--- config.mk ---
export PLATFORM = sky130hd
export DESIGN_NAME = video_bus_arbiter_flat
export DESIGN_NICKNAME = d
export VERILOG_FILES = /design/src/rtl/video_bus_arbiter_pkg.sv /design/src/rtl/video_bus_arbiter_if.sv /design/src/rtl/video_bus_arbiter_frame_counter.sv /design/src/rtl/video_bus_arbiter.sv /design/src/flat_wrapper.sv
export SDC_FILE = /design/constraint.sdc
export NUM_CORES = 1
export LEC_CHECK = 0
export BUFFER_PORTS_ARGS = -buffer_cell sky130_fd_sc_hd__buf_2
export CAP_MARGIN = 40
export CORE_MARGIN = 2
export CORE_UTILIZATION = 45
export CTS_BUF_LIST = sky130_fd_sc_hd__clkbuf_8 sky130_fd_sc_hd__clkbuf_16
export DETAILED_ROUTE_END_ITERATION = 12
export GPL_ROUTABILITY_DRIVEN = 0
export PLACE_DENSITY = 0.84
export SKIP_CTS_REPAIR_TIMING = 1
export SYNTH_ARGS = -nofsm -noshare
export SYNTH_HDL_FRONTEND = slang
export SYNTH_SLANG_ARGS = --single-unit
--- constraint.sdc ---
create_clock -name clk -period 3.7 [get_ports clk]
set_clock_uncertainty 0.2 [all_clocks]
set_input_delay 0.37 -clock clk [delete_from_list [all_inputs] [get_ports clk]]
set_output_delay 0.37 -clock clk [all_outputs]
set_load 0.03 [all_outputs]
--- src/rtl/video_bus_arbiter_pkg.sv ---
// video_bus_arbiter_pkg: shared video constants, FSM state encoding and
// the arbitration priority helper used by the video RAM arbiter.
// No ports; imported by the arbiter, its interface and the frame counter.
package video_bus_arbiter_pkg;

    localparam int DEF_ADDR_W = 15;
    localparam int DEF_DATA_W = 8;
    localparam int FRAME_W    = 8;

    typedef enum logic [1:0] {
        ST_IDLE  = 2'd0,
        ST_ISSUE = 2'd1,
        ST_WAIT  = 2'd2
    } arb_state_e;

    typedef enum logic [1:0] {
        SRC_DISP = 2'd0,
        SRC_G0   = 2'd1,
        SRC_G1   = 2'd2,
        SRC_NONE = 2'd3
    } arb_src_e;

    // Display always wins; game logic is only eligible during blanking, and
    // when both game requesters are pending the round-robin pointer decides
    // (rr=0 favours req[0]).
    function automatic arb_src_e pick_winner(
        input logic       disp_req,
        input logic [1:0] req,
        input logic       blank,
        input logic       rr
    );
        return disp_req          ? SRC_DISP :
               !blank            ? SRC_NONE :
               (req == 2'b11)    ? (rr ? SRC_G1 : SRC_G0) :
               req[0]            ? SRC_G0 :
               req[1]            ? SRC_G1 : SRC_NONE;
    endfunction

endpackage

--- src/rtl/video_bus_arbiter_if.sv ---
// video_bus_arbiter_if: requester and RAM signals of the video bus arbiter.
// Display channel: disp_req, disp_addr -> disp_ack.
// Game channels:   req[1:0], addr_0/1, wdata_0/1, we_0/1 -> ack[1:0].
// Shared:          rdata (read data during any ack).
// RAM side:        mem_addr, mem_wdata, mem_we -> mem_rdata (1-cycle latency).
// master: requesters and RAM model; slave: the arbiter.
interface video_bus_arbiter_if
    import video_bus_arbiter_pkg::*;
#(
    parameter int ADDR_W = DEF_ADDR_W,
    parameter int DATA_W = DEF_DATA_W
);
    logic              disp_req;
    logic [ADDR_W-1:0] disp_addr;
    logic              disp_ack;
    logic [1:0]        req;
    logic [ADDR_W-1:0] addr_0;
    logic [ADDR_W-1:0] addr_1;
    logic [DATA_W-1:0] wdata_0;
    logic [DATA_W-1:0] wdata_1;
    logic              we_0;
    logic              we_1;
    logic [1:0]        ack;
    logic [DATA_W-1:0] rdata;
    logic [ADDR_W-1:0] mem_addr;
    logic [DATA_W-1:0] mem_wdata;
    logic              mem_we;
    logic [DATA_W-1:0] mem_rdata;

    modport slave (
        input  disp_req, disp_addr, req, addr_0, addr_1, wdata_0, wdata_1,
               we_0, we_1, mem_rdata,
        output disp_ack, ack, rdata, mem_addr, mem_wdata, mem_we
    );

    modport master (
        output disp_req, disp_addr, req, addr_0, addr_1, wdata_0, wdata_1,
               we_0, we_1, mem_rdata,
        input  disp_ack, ack, rdata, mem_addr, mem_wdata, mem_we
    );

endinterface

--- src/rtl/video_bus_arbiter_frame_counter.sv ---
// frame_counter: counts vblank rising edges and pulses frame_tick on each.
// Ports: clk, reset (sync, active-high), vblank in;
//        frame_tick (1-cycle pulse), frame_cnt (wrapping frame count) out.
module frame_counter
    import video_bus_arbiter_pkg::*;
(
    input  logic               clk,
    input  logic               reset,
    input  logic               vblank,
    output logic               frame_tick,
    output logic [FRAME_W-1:0] frame_cnt
);
    logic               vblank_q;
    logic               tick_q;
    logic [FRAME_W-1:0] cnt_q;
    logic [FRAME_W-1:0] cnt_d;
    logic               rise;

    assign rise  = vblank & ~vblank_q;
    assign cnt_d = cnt_q + FRAME_W'(rise);

    // History is loaded with the live vblank during reset so a high vblank
    // at reset release is not mistaken for a new frame.
    always_ff @(posedge clk) begin
        if (reset) begin
            vblank_q <= vblank;
            tick_q   <= 1'b0;
            cnt_q    <= '0;
        end else begin
            vblank_q <= vblank;
            tick_q   <= rise;
            cnt_q    <= cnt_d;
        end
    end

    assign frame_tick = tick_q;
    assign frame_cnt  = cnt_q;

endmodule

--- src/rtl/video_bus_arbiter.sv ---
// video_bus_arbiter: shares one synchronous video RAM between the display
// fetcher and two game-logic requesters; every access is IDLE->ISSUE->WAIT.
// Ports: clk, reset (sync, active-high); hblank, vblank blanking flags;
//        bus (slave modport: requester handshakes and RAM controls);
//        frame_tick, frame_cnt from the embedded frame counter.
module video_bus_arbiter
    import video_bus_arbiter_pkg::*;
#(
    parameter int ADDR_W = DEF_ADDR_W,
    parameter int DATA_W = DEF_DATA_W
) (
    input  logic               clk,
    input  logic               reset,
    input  logic               hblank,
    input  logic               vblank,
    video_bus_arbiter_if.slave bus,
    output logic               frame_tick,
    output logic [FRAME_W-1:0] frame_cnt
);
    arb_state_e        state_q, state_d;
    arb_src_e          src_q, src_d;
    arb_src_e          win;
    logic              rr_q, rr_d;
    logic [ADDR_W-1:0] mem_addr_q, mem_addr_d;
    logic [DATA_W-1:0] mem_wdata_q, mem_wdata_d;
    logic              mem_we_q, mem_we_d;
    logic              in_wait;

    assign win = pick_winner(bus.disp_req, bus.req, hblank | vblank, rr_q);

    always_ff @(posedge clk) begin
        if (reset) begin
            state_q     <= ST_IDLE;
            src_q       <= SRC_NONE;
            rr_q        <= 1'b0;
            mem_addr_q  <= '0;
            mem_wdata_q <= '0;
            mem_we_q    <= 1'b0;
        end else begin
            state_q     <= state_d;
            src_q       <= src_d;
            rr_q        <= rr_d;
            mem_addr_q  <= mem_addr_d;
            mem_wdata_q <= mem_wdata_d;
            mem_we_q    <= mem_we_d;
        end
    end

    // The RAM controls are registered at the IDLE sample edge so they are
    // stable for the whole ISSUE cycle; mem_we is a one-cycle strobe.
    always_comb begin
        state_d     = state_q;
        src_d       = src_q;
        rr_d        = rr_q;
        mem_addr_d  = mem_addr_q;
        mem_wdata_d = mem_wdata_q;
        mem_we_d    = 1'b0;
        case (state_q)
            ST_IDLE: begin
                if (win != SRC_NONE) begin
                    state_d     = ST_ISSUE;
                    src_d       = win;
                    mem_addr_d  = (win == SRC_DISP) ? bus.disp_addr :
                                  (win == SRC_G0)   ? bus.addr_0 : bus.addr_1;
                    mem_wdata_d = (win == SRC_G0) ? bus.wdata_0 :
                                  (win == SRC_G1) ? bus.wdata_1 : mem_wdata_q;
                    mem_we_d    = (win == SRC_G0) ? bus.we_0 :
                                  ((win == SRC_G1) & bus.we_1);
                    rr_d        = (win == SRC_DISP) ? rr_q : (win == SRC_G0);
                end
            end
            ST_ISSUE: state_d = ST_WAIT;
            default:  state_d = ST_IDLE;
        endcase
    end

    // Acks and read data are decoded from the WAIT state, which is exactly
    // the cycle the synchronous RAM presents the addressed word.
    assign in_wait       = (state_q == ST_WAIT);
    assign bus.disp_ack  = in_wait && (src_q == SRC_DISP);
    assign bus.ack       = {in_wait && (src_q == SRC_G1), in_wait && (src_q == SRC_G0)};
    assign bus.rdata     = in_wait ? bus.mem_rdata : '0;
    assign bus.mem_addr  = mem_addr_q;
    assign bus.mem_wdata = mem_wdata_q;
    assign bus.mem_we    = mem_we_q;

    frame_counter u_frame_counter (
        .clk        (clk),
        .reset      (reset),
        .vblank     (vblank),
        .frame_tick (frame_tick),
        .frame_cnt  (frame_cnt)
    );

endmodule

--- src/flat_wrapper.sv ---
// flat-port wrapper written by rule: the top's interface ports become plain ports
module video_bus_arbiter_flat import video_bus_arbiter_pkg::*;
#(
    parameter int ADDR_W = DEF_ADDR_W,
    parameter int DATA_W = DEF_DATA_W
)
  (clk, reset, hblank, vblank, frame_tick, frame_cnt, bus_disp_req, bus_disp_addr, bus_req, bus_addr_0, bus_addr_1, bus_wdata_0, bus_wdata_1, bus_we_0, bus_we_1, bus_mem_rdata, bus_disp_ack, bus_ack, bus_rdata, bus_mem_addr, bus_mem_wdata, bus_mem_we);
  video_bus_arbiter_if #(.ADDR_W(ADDR_W), .DATA_W(DATA_W)) bus_i ();
  input  logic clk;
  input  logic reset;
  input  logic hblank;
  input  logic vblank;
  output logic frame_tick;
  output logic [FRAME_W-1:0] frame_cnt;
  input wire logic [$bits(bus_i.disp_req)-1:0] bus_disp_req;
  input wire logic [$bits(bus_i.disp_addr)-1:0] bus_disp_addr;
  input wire logic [$bits(bus_i.req)-1:0] bus_req;
  input wire logic [$bits(bus_i.addr_0)-1:0] bus_addr_0;
  input wire logic [$bits(bus_i.addr_1)-1:0] bus_addr_1;
  input wire logic [$bits(bus_i.wdata_0)-1:0] bus_wdata_0;
  input wire logic [$bits(bus_i.wdata_1)-1:0] bus_wdata_1;
  input wire logic [$bits(bus_i.we_0)-1:0] bus_we_0;
  input wire logic [$bits(bus_i.we_1)-1:0] bus_we_1;
  input wire logic [$bits(bus_i.mem_rdata)-1:0] bus_mem_rdata;
  output wire logic [$bits(bus_i.disp_ack)-1:0] bus_disp_ack;
  output wire logic [$bits(bus_i.ack)-1:0] bus_ack;
  output wire logic [$bits(bus_i.rdata)-1:0] bus_rdata;
  output wire logic [$bits(bus_i.mem_addr)-1:0] bus_mem_addr;
  output wire logic [$bits(bus_i.mem_wdata)-1:0] bus_mem_wdata;
  output wire logic [$bits(bus_i.mem_we)-1:0] bus_mem_we;
  assign bus_i.disp_req = bus_disp_req;
  assign bus_i.disp_addr = bus_disp_addr;
  assign bus_i.req = bus_req;
  assign bus_i.addr_0 = bus_addr_0;
  assign bus_i.addr_1 = bus_addr_1;
  assign bus_i.wdata_0 = bus_wdata_0;
  assign bus_i.wdata_1 = bus_wdata_1;
  assign bus_i.we_0 = bus_we_0;
  assign bus_i.we_1 = bus_we_1;
  assign bus_i.mem_rdata = bus_mem_rdata;
  assign bus_disp_ack = bus_i.disp_ack;
  assign bus_ack = bus_i.ack;
  assign bus_rdata = bus_i.rdata;
  assign bus_mem_addr = bus_i.mem_addr;
  assign bus_mem_wdata = bus_i.mem_wdata;
  assign bus_mem_we = bus_i.mem_we;
  video_bus_arbiter #(.ADDR_W(ADDR_W), .DATA_W(DATA_W)) u_core (.clk(clk), .reset(reset), .hblank(hblank), .vblank(vblank), .bus(bus_i), .frame_tick(frame_tick), .frame_cnt(frame_cnt));
endmodule
Yosys cells after proc, flatten, opt, wreduce, memory -nomap -nowiden
Index checks and enable logic that the tools add are counted.
Storage, ports and cells
  ROM bits: 0
  register bits: 39
  bits in latches: 0
  output and inout bits: 44
  memories: 0
  word-level logic and storage cells: 51
  RAM bits: 0
  input port bits: 78
Operators by class
  $lt $le $gt $ge: 0
  divide/modulo/power cells: 0
  shift-type cells: 0
  reductions and logical operators: 11
  multiplexer cells: 14
  equal/unequal tests: 9
  $mul: 0
  add/subtract/negate cells: 1
  bitwise gates (word level): 7
Operators by type and width (count)
  $mux W15: 2
  $mux W8: 3
  $mux W2: 6
  $add A8 B1 Y8: 1
  $eq A2 B2 Y1 const B: 4
  $eq A2 B1 Y1 const B: 3
  $logic_not A2 Y1: 3
  $reduce_and A3 Y1: 2
  $not A1 Y1: 4
  $pmux W2 S2: 1
  $logic_and A1 B1 Y1: 3
  $reduce_or A3 Y1: 1
  $and A1 B1 Y1: 2
  $mux W1: 2
  $ne A2 B1 Y1 const B: 1
  $ne A2 B2 Y1 const B: 1
  $reduce_and A2 Y1: 1
  $reduce_bool A2 Y1: 1
  $or A1 B1 Y1: 1

Logic depth before layout (Yosys ltp)
  depth in word-level cells: 8
  gate-level depth with buffers: 9
  gate-level depth less buffers: 7

Modules after synthesis
From an unflattened synthesis, not the netlist that was laid out.
Second synthesis, totals
  cell total of the unflattened synthesis: 204
  area, all modules: 1989.4 µm²
Modules (own cells, without submodules)
  video_bus_arbiter: cells each 165, instances 1, area each 1609.0 µm², seq. area each 580.6 µm²
  frame_counter: cells each 39, instances 1, area each 380.4 µm², seq. area each 200.2 µm²

Worst setup path after synthesis
Ideal clock, no wire load.
  path kind: input to register
  start point: input vblank
  end point: register u_core.mem_addr_q[4], in the netlist u_core.bus.mem_addr[4]
  buffers on the path: 2
  arrival: 2.025 ns
  library setup time: 0.135 ns
  slack: 1.340 ns
  stages on the path: 8
  data required time: 3.365 ns
  cell sequence: or2_2 a31o_2 ha_1 or4_1 clkbuf_2 buf_6 a31oi_1 a211oi_1
Between the ends
  word-level cells in the longest chain between the ends: 6
  elaborated cells between the ends (all ways): 9
  classes of those cells: eq/ne (2); mux (4); bitwise (1); reduce/logical (2)
Ends and longest elaborated chain
  start: declaration: RTL line flat_wrapper.sv:12  | input logic vblank;
  $or A1 B1 Y1 (*): RTL line video_bus_arbiter.sv:29  | assign win = pick_winner(bus.disp_req, bus.req, hblank | vblank, rr_q);
  $mux W2 (*): RTL line video_bus_arbiter_pkg.sv:33  | !blank ? SRC_NONE :
  $mux W2 (*): RTL line video_bus_arbiter_pkg.sv:32  | return disp_req ? SRC_DISP :
  $eq A2 B1 Y1: RTL line video_bus_arbiter.sv:64  | (win == SRC_G0) ? bus.addr_0 : bus.addr_1;
  $mux W15: RTL line video_bus_arbiter.sv:64
  $mux W15: RTL line video_bus_arbiter.sv:63  | mem_addr_d = (win == SRC_DISP) ? bus.disp_addr :
  end signal: assignment: RTL line video_bus_arbiter.sv:43  | mem_addr_q <= mem_addr_d;
  end: declaration: RTL line video_bus_arbiter.sv:24  | logic [ADDR_W-1:0] mem_addr_q, mem_addr_d;
Every way passes the cells marked *; elsewhere a longest branch is shown, timed or not.
A chain may end at the register's enable or synchronous reset.

Worst setup path in the final report
  start point: input vblank
  end point: register u_core.mem_addr_q[0], in the netlist u_core.bus.mem_addr[0]
The elaborated chain is that of the path after synthesis.

==> impl_metrics.tcl <==
set metrics [dict create \
    run_status "completed" \
    ys_seq_area_share_pct 41.1 \
    worstSetupPathType "in2reg" \
    num-nets-final 416 \
    synthesis.nets 303 \
    finalCoreUtilization_pct 65.2 \
    worst_path_largest_cell_delay_ns 0.74 \
    instances_no_fill 384 \
    insertedDiodeCount 0 \
    synth-warning-count 0 \
    timing.fmax_ghz 0.414 \
    cell_by_cell_trace_of_the_critical_path "buf_2, or2_2, a31o_2, ha_1, or4_1, a31oi_1, a211oi_1" \
    slew_headroom_pct 55.6 \
    first_global_vias 1878 \
    cts-buffers-inserted 5 \
    synthesized_flop_and_latch_total 39 \
    crit_path_end_kind "flop" \
    drive_gt1_share_pct 41.9 \
    pin_count 122 \
    clk_pin_slew_ns 0.08 \
    min_to "u_core.u_frame_counter.vblank_q" \
    finalSetupViolCount 0 \
    clk_sinks 39 \
    drt-pass1-iter-count 4 \
    power_per_cell_area_nw_per_um2 448 \
    min_period_ns 2.41 \
    count_of_cell_types_in_the_netlist 39 \
    place.port_buffers 121 \
    synth.avg_cell_area_um2 8.64 \
    synth.cell_area_um2 1900 \
    final-hold-violation-count 0 \
    via_per_inst 5.53 \
    placeableCoreArea_um2 4030 \
    routed_wl_per_cell_um 14.1 \
    max_cap_viol_count 0 \
    antenna_found_initial 0 \
    crit_fanout 15 \
    insertion_delay_ns 0.27 \
    netlist.area_leader.share_pct 41.1 \
    rsz_0062_raised_after_global_routing "false" \
    die_x_um 69.0 \
    timing.reg2reg.setup_slack_ns 1.30 \
    gr-usage-all-layers_pct 22.4 \
    ir_worst_vdd_mv 0.262 \
    placedCellCount 376 \
    design.die.area_um2 4760 \
    ctsHtreeMaxLevel 2 \
    ant_nets 0 \
    routed_wire_length_um 5420 \
    min_path_cells 1 \
    synth_area_leaders "sky130_fd_sc_hd__dfxtp_1 (41%), sky130_fd_sc_hd__o21ai_0 (7.4%), sky130_fd_sc_hd__a211oi_1 (5.9%)" \
    worst_hold_slack_ns 0.0497 \
    synth_ff_type "sky130_fd_sc_hd__dfxtp_1" \
    via_count 2124 \
    p_leak_nw 1.22 \
    drtIter0Drc 134 \
    first_pass_grt_wire_length_um 8160 \
    start_util_pct 47.2 \
    grt_overflow_total 0 \
    synth_enable_flop_cells 0 \
    worstHoldPathType "in2reg" \
    synthesis.instances 220 \
    reg2reg_to "u_core.bus.mem_addr[1]" \
    cts_tree "done" \
    post-route-drc-count 0 \
    worst_slew_pin_slew_ns 0.666 \
    setup_total_negative_slack_ns 0 \
    leading_cell_type_in_the_layout_fill_and_taps_excluded "sky130_fd_sc_hd__buf_2" \
    root_buffer_master "sky130_fd_sc_hd__clkbuf_8" \
    crit_family "simple AND/OR/NAND/NOR gates" \
    placement_rows 23 \
    critical_path.n_buffers_inverters 1 \
    rr_worst_depth 7 \
    worst_r2r_startpoint "u_core.rr_q" \
    grt_start_max_net_pins 38 \
    areaGrowthSynthToFinish_pct 38.2 \
    commonest_non_fill_non_tap_cells_in_the_layout "sky130_fd_sc_hd__buf_2 (121), sky130_fd_sc_hd__dfxtp_1 (39), sky130_fd_sc_hd__o21ai_0 (28)" \
    drv_slew 0 \
    worst-path-stages 7 \
    worst_hold_startpoint "vblank" \
    share_of_flip_flops_with_an_asynchronous_set_or_reset_pct 0 \
    ctsLongestPathBuffers 2 \
    dp_hpwl_um 3890 \
    cp.arrival_ns 2.35 \
    critical_path_required_ns 3.63 \
    netlist.top_cell.by_area "sky130_fd_sc_hd__dfxtp_1" \
    dieHeight_um 69.0 \
    finalCritPeriodShare_pct 65.2 \
    setup.worst_path.start_class "primary input" \
    critical_path.slowest_cell "sky130_fd_sc_hd__or4_1" \
]
## final cells by class
type,count,area [um^2]
Clock buffer,6,82.6
Clock inverter,2,35.0
Fill cell,374,1400
Inverter,2,7.51
Multi-Input combinational cell,160,1020
Sequential cell,39,781
Tap cell,50,62.6
Timing Repair Buffer,125,636
## worst reg2reg max path, cell delays in order (launching register included)
cell	delay, ns
sky130_fd_sc_hd__dfxtp_1	0.35
sky130_fd_sc_hd__a21boi_2	0.15
sky130_fd_sc_hd__a21o_1	0.17
sky130_fd_sc_hd__inv_1	0.08
sky130_fd_sc_hd__ha_1	0.24
sky130_fd_sc_hd__or4b_1	0.77
sky130_fd_sc_hd__o22ai_1	0.26
sky130_fd_sc_hd__a211oi_1	0.06
## worst max path at each step
| stage | start | endpoint | slack (ns) |
|---|---|---|---|
| 2_1_floorplan | vblank | u_core.bus.mem_addr[4] | 1.34 |
| 6_report | vblank | u_core.bus.mem_addr[0] | 1.29 |
| 4_1_cts | u_core.rr_q | u_core.bus.mem_addr[1] | 1.30 |
| 3_5_place_dp | vblank | u_core.bus.mem_addr[0] | 0.99 |
| 5_1_grt | u_core.rr_q | u_core.bus.mem_addr[1] | 1.16 |
| 3_3_place_gp | vblank | u_core.bus.mem_addr[8] | 1.03 |
## flip-flops by register name, summed over array words and instances, names as in the netlist, 2 cells and up
signal / cells
u_core.bus.mem_addr: 15
u_core.bus.mem_wdata: 8
u_core.u_frame_counter.frame_cnt: 8
u_core.src_q: 2
u_core.state_q: 2
## synthesized netlist by cell type (all sizes together), types with 2 or more instances
cell,n
o21ai,28
ha,5
buf,8
a21boi,2
a21oi,6
or3,4
nand2b,2
inv,2
nand2,2
a31oi,15
and2,8
clkbuf,11
nand3,13
a211oi,15
nor2b,5
nor3,2
o22ai,15
dfxtp,39
nor3b,4
nor2,12
a311oi,8
xor2,2
## logic make-up after synthesis
| logic type | share of synthesized area [%] |
|---|---|
| AO/OA/AOI/OAI | 32.1 |
| buffers and inverters | 5.33 |
| adder cells (fa/ha/maj) | 3.29 |
| AND/OR/NAND/NOR | 16.8 |
| XOR/XNOR | 1.38 |
| flip-flops | 41.1 |
## metrics by stage
stage	power, W	area (um^2)	worst slack, ns
final	0.00118	2630	1.29
after global routing	0.00124	2630	1.16
after CTS	0.00119	2630	1.30
after detailed placement	0.000828	2510	0.994
after global placement	0.000820	2500	1.03
after floorplan	0.000720	1900	1.34
## metal layers
metal	vias to the layer above	wire length [um]	GRT usage [%]
met4	0	71	6.86
met2	69	2890	43.1
met3	6	258	3.73
met5	-	0	0
li1	1058	-	-
met1	991	2200	24.7
## report_power, final
group          switching [W]  internal (W)  total, W
combinational       0.000205      0.000124  0.000330
clock               0.000142      0.000218  0.000360
sequential         0.0000254      0.000463  0.000488
total               0.000373      0.000806   0.00118
(Power assumes the default switching activity.)
